$ cat config.mk
export PLATFORM = sky130hd
export DESIGN_NAME = e203_ifu_ir_queue
export DESIGN_NICKNAME = d
export VERILOG_FILES = /design/src/rtl/e203_ifu_ir_queue_pkg.sv /design/src/rtl/e203_ifu_ir_queue_fifo_ctrl.sv /design/src/rtl/e203_ifu_ir_queue.sv
export SDC_FILE = /design/constraint.sdc
export NUM_CORES = 1
export LEC_CHECK = 0
export BUFFER_PORTS_ARGS = -buffer_cell sky130_fd_sc_hd__buf_2
export CORE_ASPECT_RATIO = 1.4
export CORE_MARGIN = 3
export CORE_UTILIZATION = 56
export CTS_CLUSTER_DIAMETER = 60
export CTS_CLUSTER_SIZE = 10
export DETAILED_ROUTE_END_ITERATION = 8
export GPL_ROUTABILITY_DRIVEN = 0
export HOLD_SLACK_MARGIN = 0.02
export PLACE_DENSITY = 0.84
export SLEW_MARGIN = 20
export SYNTH_ARGS = -nofsm -noshare
export SYNTH_HDL_FRONTEND = slang
export SYNTH_SLANG_ARGS = --single-unit
$ cat constraint.sdc
create_clock -name clk -period 13.2 [get_ports clk]
set_input_delay 2.64 -clock clk [delete_from_list [all_inputs] [get_ports clk]]
set_output_delay 2.64 -clock clk [all_outputs]
set_load 0.02 [all_outputs]
$ cat src/rtl/e203_ifu_ir_queue_pkg.sv
// Shared sizing helpers and defaults for the IFU-to-EXU instruction queue.
package e203_ifu_ir_queue_pkg;

  localparam int IRQ_DEPTH_DEF   = 2;
  localparam int IRQ_PC_W_DEF    = 32;
  localparam int IRQ_IR_W_DEF    = 32;
  localparam int IRQ_RFIDX_W_DEF = 5;

  // Single-bit fields: pc_vld, misalgn, buserr, prdt_taken, muldiv_b2b
  localparam int IRQ_FLAG_BITS = 5;

  function automatic int irq_pld_w(input int ir_w, input int pc_w, input int rfidx_w);
    return ir_w + pc_w + 2 * rfidx_w + IRQ_FLAG_BITS;
  endfunction

  function automatic int irq_ptr_w(input int depth);
    return $clog2(depth);
  endfunction

  function automatic int irq_cnt_w(input int depth);
    return $clog2(depth) + 1;
  endfunction

endpackage

$ cat src/rtl/e203_ifu_ir_queue_fifo_ctrl.sv
// Pointer, occupancy and flush bookkeeping for the instruction queue storage.
module e203_irq_fifo_ctrl
  import e203_ifu_ir_queue_pkg::*;
#(
  parameter int DEPTH = IRQ_DEPTH_DEF
) (
  input  logic                          clk,
  input  logic                          rst_n,
  input  logic                          push_i,
  input  logic                          pop_i,
  input  logic                          flush_i,
  output logic [irq_ptr_w(DEPTH)-1:0]   wr_ptr_o,
  output logic [irq_ptr_w(DEPTH)-1:0]   rd_ptr_o,
  output logic [irq_cnt_w(DEPTH)-1:0]   cnt_o,
  output logic                          full_o,
  output logic                          empty_o
);

  localparam int PTR_W = irq_ptr_w(DEPTH);
  localparam int CNT_W = irq_cnt_w(DEPTH);
  localparam logic [CNT_W-1:0] DEPTH_C = CNT_W'(DEPTH);

  logic [PTR_W-1:0] wr_ptr_q, wr_ptr_d;
  logic [PTR_W-1:0] rd_ptr_q, rd_ptr_d;
  logic [CNT_W-1:0] cnt_q, cnt_d;

  // Flush wins over any same-cycle pop; pointers wrap naturally since DEPTH is 2^PTR_W
  always_comb begin
    wr_ptr_d = wr_ptr_q;
    rd_ptr_d = rd_ptr_q;
    cnt_d    = cnt_q;
    if (flush_i) begin
      rd_ptr_d = wr_ptr_q;
      cnt_d    = '0;
    end else begin
      if (push_i) wr_ptr_d = wr_ptr_q + PTR_W'(1);
      if (pop_i)  rd_ptr_d = rd_ptr_q + PTR_W'(1);
      if (push_i && !pop_i)      cnt_d = cnt_q + CNT_W'(1);
      else if (pop_i && !push_i) cnt_d = cnt_q - CNT_W'(1);
    end
  end

  always_ff @(posedge clk or negedge rst_n) begin
    if (!rst_n) begin
      wr_ptr_q <= '0;
      rd_ptr_q <= '0;
      cnt_q    <= '0;
    end else begin
      wr_ptr_q <= wr_ptr_d;
      rd_ptr_q <= rd_ptr_d;
      cnt_q    <= cnt_d;
    end
  end

  assign wr_ptr_o = wr_ptr_q;
  assign rd_ptr_o = rd_ptr_q;
  assign cnt_o    = cnt_q;
  assign full_o   = (cnt_q == DEPTH_C);
  assign empty_o  = (cnt_q == '0);

`ifndef SYNTHESIS
  a_no_push_full: assert property (@(posedge clk) disable iff (!rst_n) !(push_i && full_o));
  a_cnt_bound:    assert property (@(posedge clk) disable iff (!rst_n) cnt_q <= DEPTH_C);
`endif

endmodule

$ cat src/rtl/e203_ifu_ir_queue.sv
// IFU-to-EXU instruction queue with registered output and flush.
// Define E203_IR_QUEUE_BYPASS_EN for a zero-latency path through an empty queue.
module e203_ifu_ir_queue
  import e203_ifu_ir_queue_pkg::*;
#(
  parameter int DEPTH   = IRQ_DEPTH_DEF,
  parameter int PC_W    = IRQ_PC_W_DEF,
  parameter int IR_W    = IRQ_IR_W_DEF,
  parameter int RFIDX_W = IRQ_RFIDX_W_DEF
) (
  input  logic                     clk,
  input  logic                     rst_n,
  input  logic                     i_valid,
  output logic                     i_ready,
  input  logic [IR_W-1:0]          i_ir,
  input  logic [PC_W-1:0]          i_pc,
  input  logic                     i_pc_vld,
  input  logic                     i_misalgn,
  input  logic                     i_buserr,
  input  logic [RFIDX_W-1:0]       i_rs1idx,
  input  logic [RFIDX_W-1:0]       i_rs2idx,
  input  logic                     i_prdt_taken,
  input  logic                     i_muldiv_b2b,
  output logic                     o_valid,
  input  logic                     o_ready,
  output logic [IR_W-1:0]          o_ir,
  output logic [PC_W-1:0]          o_pc,
  output logic                     o_pc_vld,
  output logic                     o_misalgn,
  output logic                     o_buserr,
  output logic [RFIDX_W-1:0]       o_rs1idx,
  output logic [RFIDX_W-1:0]       o_rs2idx,
  output logic                     o_prdt_taken,
  output logic                     o_muldiv_b2b,
  input  logic                     flush_req,
  output logic [$clog2(DEPTH):0]   q_cnt,
  output logic                     q_empty
);

  localparam int PTR_W = irq_ptr_w(DEPTH);
  localparam int CNT_W = irq_cnt_w(DEPTH);
  localparam int PLD_W = irq_pld_w(IR_W, PC_W, RFIDX_W);

  logic [PLD_W-1:0] mem_q [DEPTH];
  logic [PLD_W-1:0] mem_d [DEPTH];
  logic [PLD_W-1:0] in_pld, head_pld, out_pld;
  logic [PTR_W-1:0] wr_ptr, rd_ptr;
  logic [CNT_W-1:0] cnt;
  logic             full, empty;
  logic             push, wr_en, fifo_pop;

  assign in_pld = {i_ir, i_pc, i_pc_vld, i_misalgn, i_buserr,
                   i_rs1idx, i_rs2idx, i_prdt_taken, i_muldiv_b2b};

  // Empty queue presents an all-zero payload rather than stale storage
  assign head_pld = empty ? '0 : mem_q[rd_ptr];
  assign push     = i_valid & i_ready & ~flush_req;
  assign fifo_pop = ~empty & o_ready;

`ifdef E203_IR_QUEUE_BYPASS_EN
  logic bypass_act;
  assign bypass_act = empty & i_valid;
  assign o_valid    = bypass_act ? ~flush_req : ~empty;
  assign out_pld    = bypass_act ? in_pld : head_pld;
  assign i_ready    = ~full | (empty & o_ready);
  // A beat taken straight through by the EXU is never stored
  assign wr_en      = push & ~(bypass_act & o_ready);
`else
  assign o_valid = ~empty;
  assign out_pld = head_pld;
  assign i_ready = ~full;
  assign wr_en   = push;
`endif

  e203_irq_fifo_ctrl #(
    .DEPTH (DEPTH)
  ) u_ctrl (
    .clk      (clk),
    .rst_n    (rst_n),
    .push_i   (wr_en),
    .pop_i    (fifo_pop),
    .flush_i  (flush_req),
    .wr_ptr_o (wr_ptr),
    .rd_ptr_o (rd_ptr),
    .cnt_o    (cnt),
    .full_o   (full),
    .empty_o  (empty)
  );

  always_comb begin
    mem_d = mem_q;
    if (wr_en) mem_d[wr_ptr] = in_pld;
  end

  always_ff @(posedge clk) begin
    mem_q <= mem_d;
  end

  assign {o_ir, o_pc, o_pc_vld, o_misalgn, o_buserr,
          o_rs1idx, o_rs2idx, o_prdt_taken, o_muldiv_b2b} = out_pld;

  assign q_cnt   = cnt;
  assign q_empty = empty;

endmodule
---- After elaboration in Yosys (flattened, before gate mapping) ----
Cells that the tools add are included.
word-level totals
  memories ................................ 0
  memory bits (read-only) ................. 0
  register bits ........................... 162
  memory bits (writable) .................. 0
  bits in latches ......................... 0
  output and inout port bits .............. 84
cells by class
  multipliers ............................. 0
  add/subtract/negate cells ............... 4
  shifts and indexed selects .............. 0
  multiplexer cells ....................... 12
  equality and inequality tests ........... 1
  $lt $le $gt $ge ......................... 3
  reductions and logical operators ........ 9
  divide/modulo/power cells ............... 0
  bitwise logic cells ..................... 8
operators with widths
  operator                                                              number
  79-bit 2-to-1 mux                                                     5
  158-bit bitwise mux                                                   1
  79-bit demux with 1-bit select                                        1
  2-bit 2-to-1 mux                                                      3
  2-bit greater-or-equal comparator, second input constant              2
  1-bit NOT with 2-bit output                                           2
  1-bit bitwise AND                                                     3
  1-bit logical AND                                                     3
  1-bit NOT                                                             3
  3-bit nonzero test                                                    1
  1-bit adder, second input constant                                    2
  2-bit by 1-bit adder with 2-bit output, second input constant         1
  2-bit equality test, second input constant                            1
  1-bit logical NOT                                                     2
  2-bit logical NOT                                                     1
  2-bit by 1-bit < comparator with 1-bit output, second input constant  1
  1-bit 2-to-1 mux                                                      2
  2-bit AND reduction                                                   1
  2-bit nonzero test                                                    1
  2-bit by 1-bit subtractor with 2-bit output, second input constant    1

---- Logic depth before layout (Yosys ltp) ----
Gate-level depths: netlist of the first run.
  depth in word-level cells ............... 9
  depth in mapped cells ................... 4

---- By module ----
A second synthesis of the first run with hierarchy kept.
second synthesis, totals
  cell total of the unflattened synthesis .. 359
  area total of the unflattened synthesis .. 6182.2 µm²
by module, submodules not included
  module              times used  cells an instance  area each (µm²)  seq. area each (µm²)
  e203_ifu_ir_queue   1           340                5983.2           4744.6
  e203_irq_fifo_ctrl  1           19                 198.9            100.1

---- Least setup slack after synthesis of the first run ----
No wires, ideal clock.
  path kind ............................... input to register
  start ................................... in flush_req
  end ..................................... reg mem_q[0] in the netlist's numbering, enable pin
  setup time .............................. 517 ps
  arrival time ............................ 6159 ps
  path slack .............................. 6524 ps
  cell stages on the path ................. 2
  cells stage by stage .................... nand3b_1 -> nor2_1
between the ends
  cells in the longest elaborated chain, start to end .. 2
ends and longest elaborated chain
  item                    line                     RTL
  start: declaration      e203_ifu_ir_queue.sv:35  input logic flush_req,
  1-bit NOT (no line)     n/a
  1-bit bitwise AND       e203_ifu_ir_queue.sv:57  assign push = i_valid & i_ready & ~flush_req;
  end signal: assignment  e203_ifu_ir_queue.sv:96  mem_q <= mem_d;
  end: declaration        e203_ifu_ir_queue.sv:44  logic [PLD_W-1:0] mem_q [DEPTH];
No other way between the ends.
A chain may end at the register's enable or synchronous reset.

---- Worst setup path after layout of the first run ----
  start ................................... reg u_ctrl.rd_ptr_q, in the netlist u_ctrl.rd_ptr_o
  end ..................................... out o_ir[21]
between the ends
  cells in the longest elaborated chain, start to end .. 5
ends and longest elaborated chain
  item                                                   line                               RTL
  start: declaration                                     e203_ifu_ir_queue_fifo_ctrl.sv:24  logic [PTR_W-1:0] rd_ptr_q, rd_ptr_d;
  start signal: assignment                               e203_ifu_ir_queue_fifo_ctrl.sv:50  rd_ptr_q <= rd_ptr_d;
  1-bit NOT with 2-bit output (not written as such)      e203_ifu_ir_queue.sv:56            assign head_pld = empty ? '0 : mem_q[rd_ptr];
  79-bit 2-to-1 mux (not written as such) (3 in series)  e203_ifu_ir_queue.sv:56
  79-bit 2-to-1 mux                                      e203_ifu_ir_queue.sv:56
  end: declaration                                       e203_ifu_ir_queue.sv:26            output logic [IR_W-1:0] o_ir,
No other way between the ends. The select of a mux whose other input is x is not followed.

==> results of run 1 <==
[synth_stat cells, drive strengths merged]
library cell,n,share of area (%)
inv,3,0.18
nor3b,1,0.12
mux2i,80,13
nand2b,1,0.10
o211ai,1,0.12
o21ai,2,0.16
nand3b,2,0.24
edfxtp,158,77
buf,17,2.0
or2,2,0.20
a21o,1,0.12
xnor2,1,0.14
nand2,1,0.061
dfrtp,4,1.6
xor2,1,0.14
a21oi,3,0.24
nor2,81,4.9
[cells by family (layout without fill, tap and decap cells)]
family	Yosys count	in the layout
flops	162	162
xor+xnor	2	2
simple gates	88	88
mux	80	80
compound gates	7	7
buf+inv	20	206
[power by group]
group | internal, uW | switching [uW] | total [uW]
sequential | 629 | 30.0 | 659
combinational | 110 | 171 | 281
clock | 296 | 182 | 478
total | 1040 | 382 | 1420
[area by class of cell]
type,instances,area [sq um]
fillers,706,2855
inverters,3,11.26
well taps,138,172.7
clock buffers,18,429.2
multi-input cells,177,1222
clock inverters,14,165.2
repair buffers,171,865.8
flip-flops and latches,162,4848
[critical path, stage by stage (launching register included)]
cell     delay (ns)
dfrtp_4        0.71
buf_4          0.79
mux2i_1        0.26
nor2_1         0.08
buf_2          0.21
[sequential cells by signal (all words and copies together), names as in the netlist]
| name | cells |
|---|---|
| u_ctrl.cnt_o | 2 |
| mem_q | 158 |
| u_ctrl.wr_ptr_o | 1 |
| u_ctrl.rd_ptr_o | 1 |
[final timing paths]
path | from | end | slack [ns]
setup / recovery | u_ctrl.rd_ptr_o$_DFFE_PN0P_ | o_ir[21] | 8.04
hold / removal | u_ctrl.wr_ptr_o$_DFFE_PN0P_ | u_ctrl.wr_ptr_o$_DFFE_PN0P_ | 0.59
setup reg to reg | u_ctrl.cnt_o[0]$_DFFE_PN0P_ | mem_q[121]$_DFFE_PP_ | 10.52
hold reg to reg | u_ctrl.wr_ptr_o$_DFFE_PN0P_ | u_ctrl.wr_ptr_o$_DFFE_PN0P_ | 0.59
max in group asynchronous | rst_n | u_ctrl.rd_ptr_o$_DFFE_PN0P_ | 11.05
min in group asynchronous | rst_n | u_ctrl.rd_ptr_o$_DFFE_PN0P_ | 2.02
[metrics by stage]
step           cells  power (uW)  cell area, sq um  worst slack, ns
2_1_floorplan    359       879.8              6188            6.524
3_3_place_gp     651       944.6              7121            8.355
3_5_place_dp     651       953.4              7121            8.313
4_1_cts          683        1434              7715            8.005
5_1_grt          683        1479              7715            7.879
6_report         683        1417              7715            8.038
[per-layer routing]
layer | vias to the layer above | wire [um] | global-route usage (%)
met4 | 4 | 177 | 7.477
met2 | 110 | 6453 | 34.68
met5 | - | 27 | 0
li1 | 1680 | - | -
met3 | 20 | 693 | 6.816
met1 | 1700 | 3969 | 19.15
==> flow_metrics.tcl, run 1 <==
set metrics [dict create \
    die_w_um 94.85 \
    tritoncts "done" \
    dp_hpwl_mm 7.470 \
    power_density_nw_per_um2 183.7 \
    portBuffers 167 \
    post_cts_buffers 0 \
    clock_sinks 162 \
    fin_skew_ns 0.004169 \
    rsz0062_at_grt "false" \
    final_nets 616 \
    seq_area_frac_synth_pct 78.29 \
    cts_inserted_buffers 17 \
    clock_latency_ns 0.41 \
    synthToLayoutAreaGrowth_pct 24.67 \
    whs_path_depth 1 \
    ant_nets 0 \
    power.leakage_uw 0.003160 \
    drive_above_1_share_pct 37.43 \
    rows 44 \
    worstSetupStartpointType "flip-flop" \
    tightest_slew_ns 0.9274 \
    h-tree-depth 4 \
    viasPerCell 5.145 \
    synth_compound_area_share_pct 0.6470 \
    finish.utilization_pct 72.99 \
    cts_resized 0 \
    layout.cells.most_common "buf_2" \
    wire_per_inst_um 16.58 \
    synthSimpleGateAreaFrac_pct 5.641 \
    grt_pass1_wl_mm 17.05 \
    drt_iter0_drc 225 \
    endpoint_kind "output port" \
    synthCells 359 \
    worstRegToRegCells 4 \
    synth.area.mux_share_pct 12.94 \
    setup_tns_ns 0 \
    finalHoldViolations 0 \
    vias 3514 \
    drc 0 \
    critical_path.max_fanout 55 \
    post_synth_fa_ha_maj_area_fraction_pct 0 \
    setup_viol 0 \
    slew_viol_final 0 \
    crit_arrival_ns 2.52 \
    wl_mm 11.32 \
    cts.path.max_buffers 2 \
    drv_cap 0 \
    ys_warn_count 0 \
    max-slew-margin-rel_pct 38.17 \
    final_cell_mix "buf_2, edfxtp_1, mux2i_1, nor2_1, clkbuf_16" \
    synth-xor-area-share_pct 0.2831 \
    critPathRequiredTime_ns 10.56 \
    insertedDiodeCount 0 \
    cts_root_buf "clkbuf_16" \
    ys_types 19 \
    max_freq_mhz 193.7 \
    post-route-period-util_pct 39.11 \
    grt_pass1_vias 3612 \
    clkTransAtPathRegs_ns 0.06 \
    core_sq_um 10570 \
    worst_hold_slack_ns 0.5869 \
    detail_route.first_pass.iterations 4 \
    syn_nets 443 \
    antenna_found_initial 2 \
    die_h_um 130.4 \
    synth_top_family_by_area "multiplexers" \
    period_needed_ns 5.162 \
    hold_buffers 0 \
    ioPinCount 168 \
    synth_seq_cells 162 \
    die-area_sq_um 12370 \
    start_util_pct 58.55 \
    ir_drop_uv 156.8 \
    holdCritPathClass "reg -> reg" \
    grt_max_degree 81 \
    postSynthAreaPerCell_sq_um 17.24 \
    outcome "complete, no violations" \
    grt_usage_pct 18.84 \
    synth_area_sq_um 6188 \
    crit_type "reg -> out" \
    grt_overflow 0 \
]
Note: power is estimated with default switching activity, not from simulation.
==> run 2: changes to the inputs <==
--- a/config.mk
+++ b/config.mk
@@ -8,13 +8,13 @@
 export BUFFER_PORTS_ARGS = -buffer_cell sky130_fd_sc_hd__buf_2
 export CORE_ASPECT_RATIO = 1.4
 export CORE_MARGIN = 3
-export CORE_UTILIZATION = 56
+export CORE_UTILIZATION = 47
 export CTS_CLUSTER_DIAMETER = 60
 export CTS_CLUSTER_SIZE = 10
 export DETAILED_ROUTE_END_ITERATION = 8
 export GPL_ROUTABILITY_DRIVEN = 0
 export HOLD_SLACK_MARGIN = 0.02
-export PLACE_DENSITY = 0.84
+export PLACE_DENSITY = 0.76
 export SLEW_MARGIN = 20
 export SYNTH_ARGS = -nofsm -noshare
 export SYNTH_HDL_FRONTEND = slang
==> constraint.sdc (replaced) <==
create_clock -name clk -period 4.6 [get_ports clk]
set_input_delay 0.92 -clock clk [delete_from_list [all_inputs] [get_ports clk]]
set_output_delay 0.92 -clock clk [all_outputs]
set_load 0.02 [all_outputs]
==> run 2 against run 1 <==
  * Sequential cell count is the same
  * Combinational power grew to 2.9 times the previous value
  * Die area grew 18%
  * Non-clock buffer count up 2
  * First-iteration DRC count down 16%
  * Critical endpoint is now o_ir[2]
==> flow_metrics.tcl, run 2 (same netlist as run 1, synthesis figures left out) <==
set metrics [dict create \
    finalHoldViolations 0 \
    critPathRequiredTime_ns 3.68 \
    wl_met2_mm 6.454 \
    worstRegToRegCells 4 \
    post_cts_buffers 0 \
    worstReg2RegEnd "mem_q[102]$_DFFE_PP_" \
    grt_overflow 0 \
    power.leakage_uw 0.003158 \
    r2r-start "u_ctrl.cnt_o[0]$_DFFE_PN0P_" \
    routed-wl-met3_um 761 \
    endpoint_kind "output port" \
    detail_route.first_pass.iterations 5 \
    regArea_sq_um 4848 \
    layout.cells.most_common "buf_2" \
    worstSetupStartpointType "flip-flop" \
    crit_arrival_ns 2.44 \
    dpl_cell_area_sq_um 7167 \
    synthToLayoutAreaGrowth_pct 25.37 \
    cp_cell_sequence "or2_1 > inv_2 > buf_4 > nor2_1 > buf_2" \
    multi_input_area_sq_um 1222 \
    vias 3581 \
    wire_per_inst_um 16.80 \
    cts_root_buf "clkbuf_16" \
    power_density_nw_per_um2 529.7 \
    tightest_slew_ns 0.6953 \
    h-tree-depth 4 \
    clock_latency_ns 0.41 \
    start_util_pct 48.07 \
    finish.utilization_pct 60.26 \
    wirelength_met1_mm 4.386 \
    tritoncts "done" \
    grt_usage_pct 16.41 \
    drive_above_1_share_pct 37.48 \
    setup_viol 0 \
    largest_reg_flops 158 \
    cp_slowest_cell "inv_2" \
    p_total_uw 4109 \
    clock_sinks 162 \
    drv_cap 0 \
    drt_iter0_drc 190 \
    die_w_um 103.0 \
    hold_buffers 0 \
    critical_path.max_fanout 43 \
    portBuffers 167 \
    grt_pass1_wl_mm 17.90 \
    insertedDiodeCount 0 \
    slew_viol_final 0 \
    period_needed_ns 3.362 \
    core_sq_um 12870 \
    ant_nets 0 \
    ioPinCount 168 \
    dp_hpwl_mm 7.784 \
    fillers 1009 \
    wl_mm 11.76 \
    grt_pass1_vias 3738 \
    top_layer_used "met5" \
    crit_type "reg -> out" \
    cts_resized 0 \
    clkTransAtPathRegs_ns 0.06 \
    max_stage_delay_ns 0.52 \
    post-route-period-util_pct 73.10 \
    holdCritPathClass "in -> async" \
    cts_inserted_buffers 17 \
    final_cell_area_sq_um 7759 \
    cts.path.max_buffers 2 \
    die_h_um 141.8 \
    antenna_found_initial 1 \
    final_cell_mix "buf_2, edfxtp_1, mux2i_1, nor2_1, clkbuf_16" \
    drc 0 \
    rows 49 \
    regToRegSetupSlack_ns 2.38 \
    largest_register "mem_q" \
    grt_max_degree 48 \
    max_freq_mhz 297.4 \
    ir_drop_uv 285.9 \
    max-slew-margin-rel_pct 53.58 \
    die-area_sq_um 14600 \
    viasPerCell 5.116 \
    final_nets 618 \
    rsz0062_at_grt "false" \
    outcome "complete, no violations" \
    fin_skew_ns 0.01156 \
]
## run 2: final cells by class
class                      instances  area share (%)
sequential                       162           62.49
timing repair buffer             173           11.51
multi-input combinational        177           15.76
tap                              153           2.467
clock buffer                      19           5.580
inverter                           3          0.1451
clock inverter                    13           2.048
## run 2: layer usage
layer  vias up  global-route usage [%]
met1      1742                   17.69
met2       141                   29.08
li1       1682                       -
met3        14                   5.214
met4         2                   6.821
met5         -                       0
## run 2: worst max-delay path: cells and delay by family (launching register included)
| family | cells | cell delay, ns |
|---|---|---|
| AND/OR/NAND/NOR | 2 | 0.38 |
| buffers and inverters | 3 | 1.18 |
| flip-flops | 1 | 0.43 |
## run 2: power by group
group	internal, uW	switching [uW]
Combinational	323	487
Sequential	1800	103
Clock	853	542
## run 2: stage by stage
| step | hold slack (ns) | TNS, ns | instances | setup WS [ns] |
|---|---|---|---|---|
| final | 0.3138 | 0 | 700 | 1.238 |
| after global routing | 0.2943 | 0 | 700 | 1.057 |
| after CTS | 0.2970 | 0 | 700 | 1.196 |
| after detailed placement | 0.5698 | 0 | 668 | 1.643 |
| after global placement | 0.5563 | 0 | 668 | 1.676 |
| after floorplan | 0.4875 | -56.26 | 359 | -0.3561 |
## run 2: worst max path at each step
stage / from / end / cells past startpoint
after CTS: u_ctrl.cnt_o[1]$_DFFE_PN0P_ / o_ir[18] / 5
after global routing: u_ctrl.cnt_o[1]$_DFFE_PN0P_ / o_pc[18] / 5
after floorplan: flush_req / mem_q[0]$_DFFE_PP_ / 2
after detailed placement: u_ctrl.cnt_o[1]$_DFFE_PN0P_ / o_ir[18] / 5
after global placement: u_ctrl.cnt_o[1]$_DFFE_PN0P_ / o_pc[26] / 5
final: u_ctrl.cnt_o[1]$_DFFE_PN0P_ / o_ir[2] / 5
==> run 3: changes to the inputs <==
--- a/config.mk
+++ b/config.mk
@@ -8,13 +8,13 @@
 export BUFFER_PORTS_ARGS = -buffer_cell sky130_fd_sc_hd__buf_2
 export CORE_ASPECT_RATIO = 1.4
 export CORE_MARGIN = 3
-export CORE_UTILIZATION = 47
+export CORE_UTILIZATION = 52
 export CTS_CLUSTER_DIAMETER = 60
 export CTS_CLUSTER_SIZE = 10
 export DETAILED_ROUTE_END_ITERATION = 8
 export GPL_ROUTABILITY_DRIVEN = 0
 export HOLD_SLACK_MARGIN = 0.02
-export PLACE_DENSITY = 0.76
+export PLACE_DENSITY = 0.79
 export SLEW_MARGIN = 20
 export SYNTH_ARGS = -nofsm -noshare
 export SYNTH_HDL_FRONTEND = slang
==> constraint.sdc (replaced) <==
create_clock -name clk -period 3.2 [get_ports clk]
set_input_delay 0.64 -clock clk [delete_from_list [all_inputs] [get_ports clk]]
set_output_delay 0.64 -clock clk [all_outputs]
set_load 0.02 [all_outputs]
==> run 3 against run 2 <==
  * Combinational power increased by 46%
  * Sequential power up 43%
  * Design area increased by 0.29%
  * Non-clock buffer count up 4
  * Sequential share of layout area fell by 0.18 points
  * Critical path depth decreased by 1
  * Sequential cell count unchanged
  * Critical endpoint is now o_ir[24]
  * Largest cell class unchanged
==> flow_metrics.tcl, run 3 (same netlist as run 1, synthesis figures left out) <==
set metrics [dict create \
    rsz0062_at_grt "false" \
    dp_hpwl_mm 7.867 \
    cts.path.max_buffers 2 \
    endpoint_kind "output port" \
    multi_input_area_sq_um 1222 \
    cp_cell_sequence "buf_4 > mux2i_1 > nor2_1 > buf_2" \
    largest_register "mem_q" \
    ioPinCount 168 \
    ir_drop_uv 560.1 \
    cp_slowest_cell "dfrtp_4" \
    finalHoldViolations 0 \
    final_cells 695 \
    period_needed_ns 2.706 \
    synthToLayoutAreaGrowth_pct 25.74 \
    critPathRequiredTime_ns 2.56 \
    die_w_um 98.20 \
    fin_skew_ns 0.007303 \
    critical_path.max_fanout 30 \
    fillers 798 \
    insertedDiodeCount 0 \
    worst_hold_slack_ns 0.4122 \
    final.setup.worst_slack_ns 0.4941 \
    wl_met2_mm 6.197 \
    viasPerCell 5.187 \
    tritoncts "done" \
    pre_cts_ws_ns 0.9624 \
    setup_viol 0 \
    r2r-start "u_ctrl.cnt_o[0]$_DFFE_PN0P_" \
    routed-wl-met3_um 881 \
    wire_per_inst_um 16.77 \
    top_layer_used "met5" \
    path_delay_family "flip-flops" \
    worstRegToRegCells 4 \
    start_util_pct 54.03 \
    grt_overflow 0 \
    grt_pass1_wl_mm 18.17 \
    crit_type "reg -> out" \
    max_stage_delay_ns 0.78 \
    clock_sinks 162 \
    whs_endpoint "mem_q[56]$_DFFE_PP_" \
    worst_hold_startpoint "i_ir[9]" \
    core_sq_um 11450 \
    power.leakage_uw 0.003186 \
    post-route-period-util_pct 84.56 \
    drt_iter0_drc 124 \
    antenna_found_initial 1 \
    grt_pass1_vias 3751 \
    drc 0 \
    worstReg2RegEnd "mem_q[101]$_DFFE_PP_" \
    layout.cells.most_common "buf_2" \
    die-area_sq_um 13260 \
    drive_above_1_share_pct 37.93 \
    max_freq_mhz 369.6 \
    portBuffers 167 \
    finish.utilization_pct 67.94 \
    max-slew-margin-rel_pct 63.68 \
    regToRegSetupSlack_ns 1.28 \
    slew_viol_final 0 \
    worstSetupStartpointType "flip-flop" \
    cts_inserted_buffers 17 \
    clkTransAtPathRegs_ns 0.06 \
    drv_cap 0 \
    clock_latency_ns 0.41 \
    grt_usage_pct 17.87 \
    rows 46 \
    wl_mm 11.66 \
    grt_max_degree 81 \
    h-tree-depth 4 \
    wirelength_met1_mm 4.263 \
    die_h_um 135.1 \
    holdCritPathClass "in -> reg" \
    final_cell_mix "buf_2, edfxtp_1, mux2i_1, nor2_1, clkbuf_16" \
    whs_path_depth 1 \
    crit_buf_inv 2 \
    ant_nets 0 \
    detail_route.first_pass.iterations 5 \
    crit_arrival_ns 2.07 \
    cts_root_buf "clkbuf_16" \
    largest_reg_flops 158 \
    vias 3605 \
    power_density_nw_per_um2 753.7 \
    final_nets 622 \
    cp-startpoint "u_ctrl.rd_ptr_o$_DFFE_PN0P_" \
    regArea_sq_um 4848 \
    dpl.cell_count 662 \
    tightest_slew_ns 0.5448 \
    outcome "complete, no violations" \
]
## run 3: cell count changes in the layout (fill, tap and decap cells not counted), sizes merged
cell	previous run	this run
clkinv	4	5
clkinvlp	4	2
dlygate4sd3	0	1
bufinv	3	2
buf	173	176
inv	5	8
clkbuf	19	18
## run 3: where the power goes
part / internal, uW / switching (uW)
sequential: 2590 / 142
combinational: 482 / 700
clock: 1160 / 791
## run 3: routing by layer
layer / global-route usage, % / vias up
li1: - / 1692
met1: 19.31 / 1737
met2: 31.21 / 140
met3: 6.667 / 34
met4: 8.049 / 2
met5: 0 / -
## run 3: worst max path at each step
stage	cells past startpoint	to	slack (ns)
6_report	4	o_ir[24]	0.49
5_1_grt	4	o_ir[24]	0.42
4_1_cts	4	o_ir[24]	0.45
3_5_place_dp	4	o_ir[24]	0.96
3_3_place_gp	4	o_pc[18]	1.01
2_1_floorplan	3	mem_q[100]$_DFFE_PP_	-0.32
## run 3: through the flow
step           TNS (ns)  total power [uW]  area [sq um]
2_1_floorplan    -49.90              3619          6193
3_3_place_gp          0              3939          7191
3_5_place_dp          0              3973          7191
4_1_cts               0              5943          7781
5_1_grt               0              6118          7781
6_report              0              5864          7781
## run 3: final cells by class
cell class,instances,area share (%)
multi-input cells,177,15.71
inverters,3,0.1447
clock inverters,14,1.946
repair buffers,177,12.06
well taps,144,2.315
flip-flops and latches,162,62.31
clock buffers,18,5.515
## run 3: repair_timing
| item | 4_1_cts | 5_1_grt |
|---|---|---|
| hold endpoints to repair | 4 | 0 |
| hold buffers | 1 | 0 |
| endpoints found under the setup margin | 0 | 0 |
| setup buffers | 0 | 0 |
| gates resized for setup | 0 | 0 |
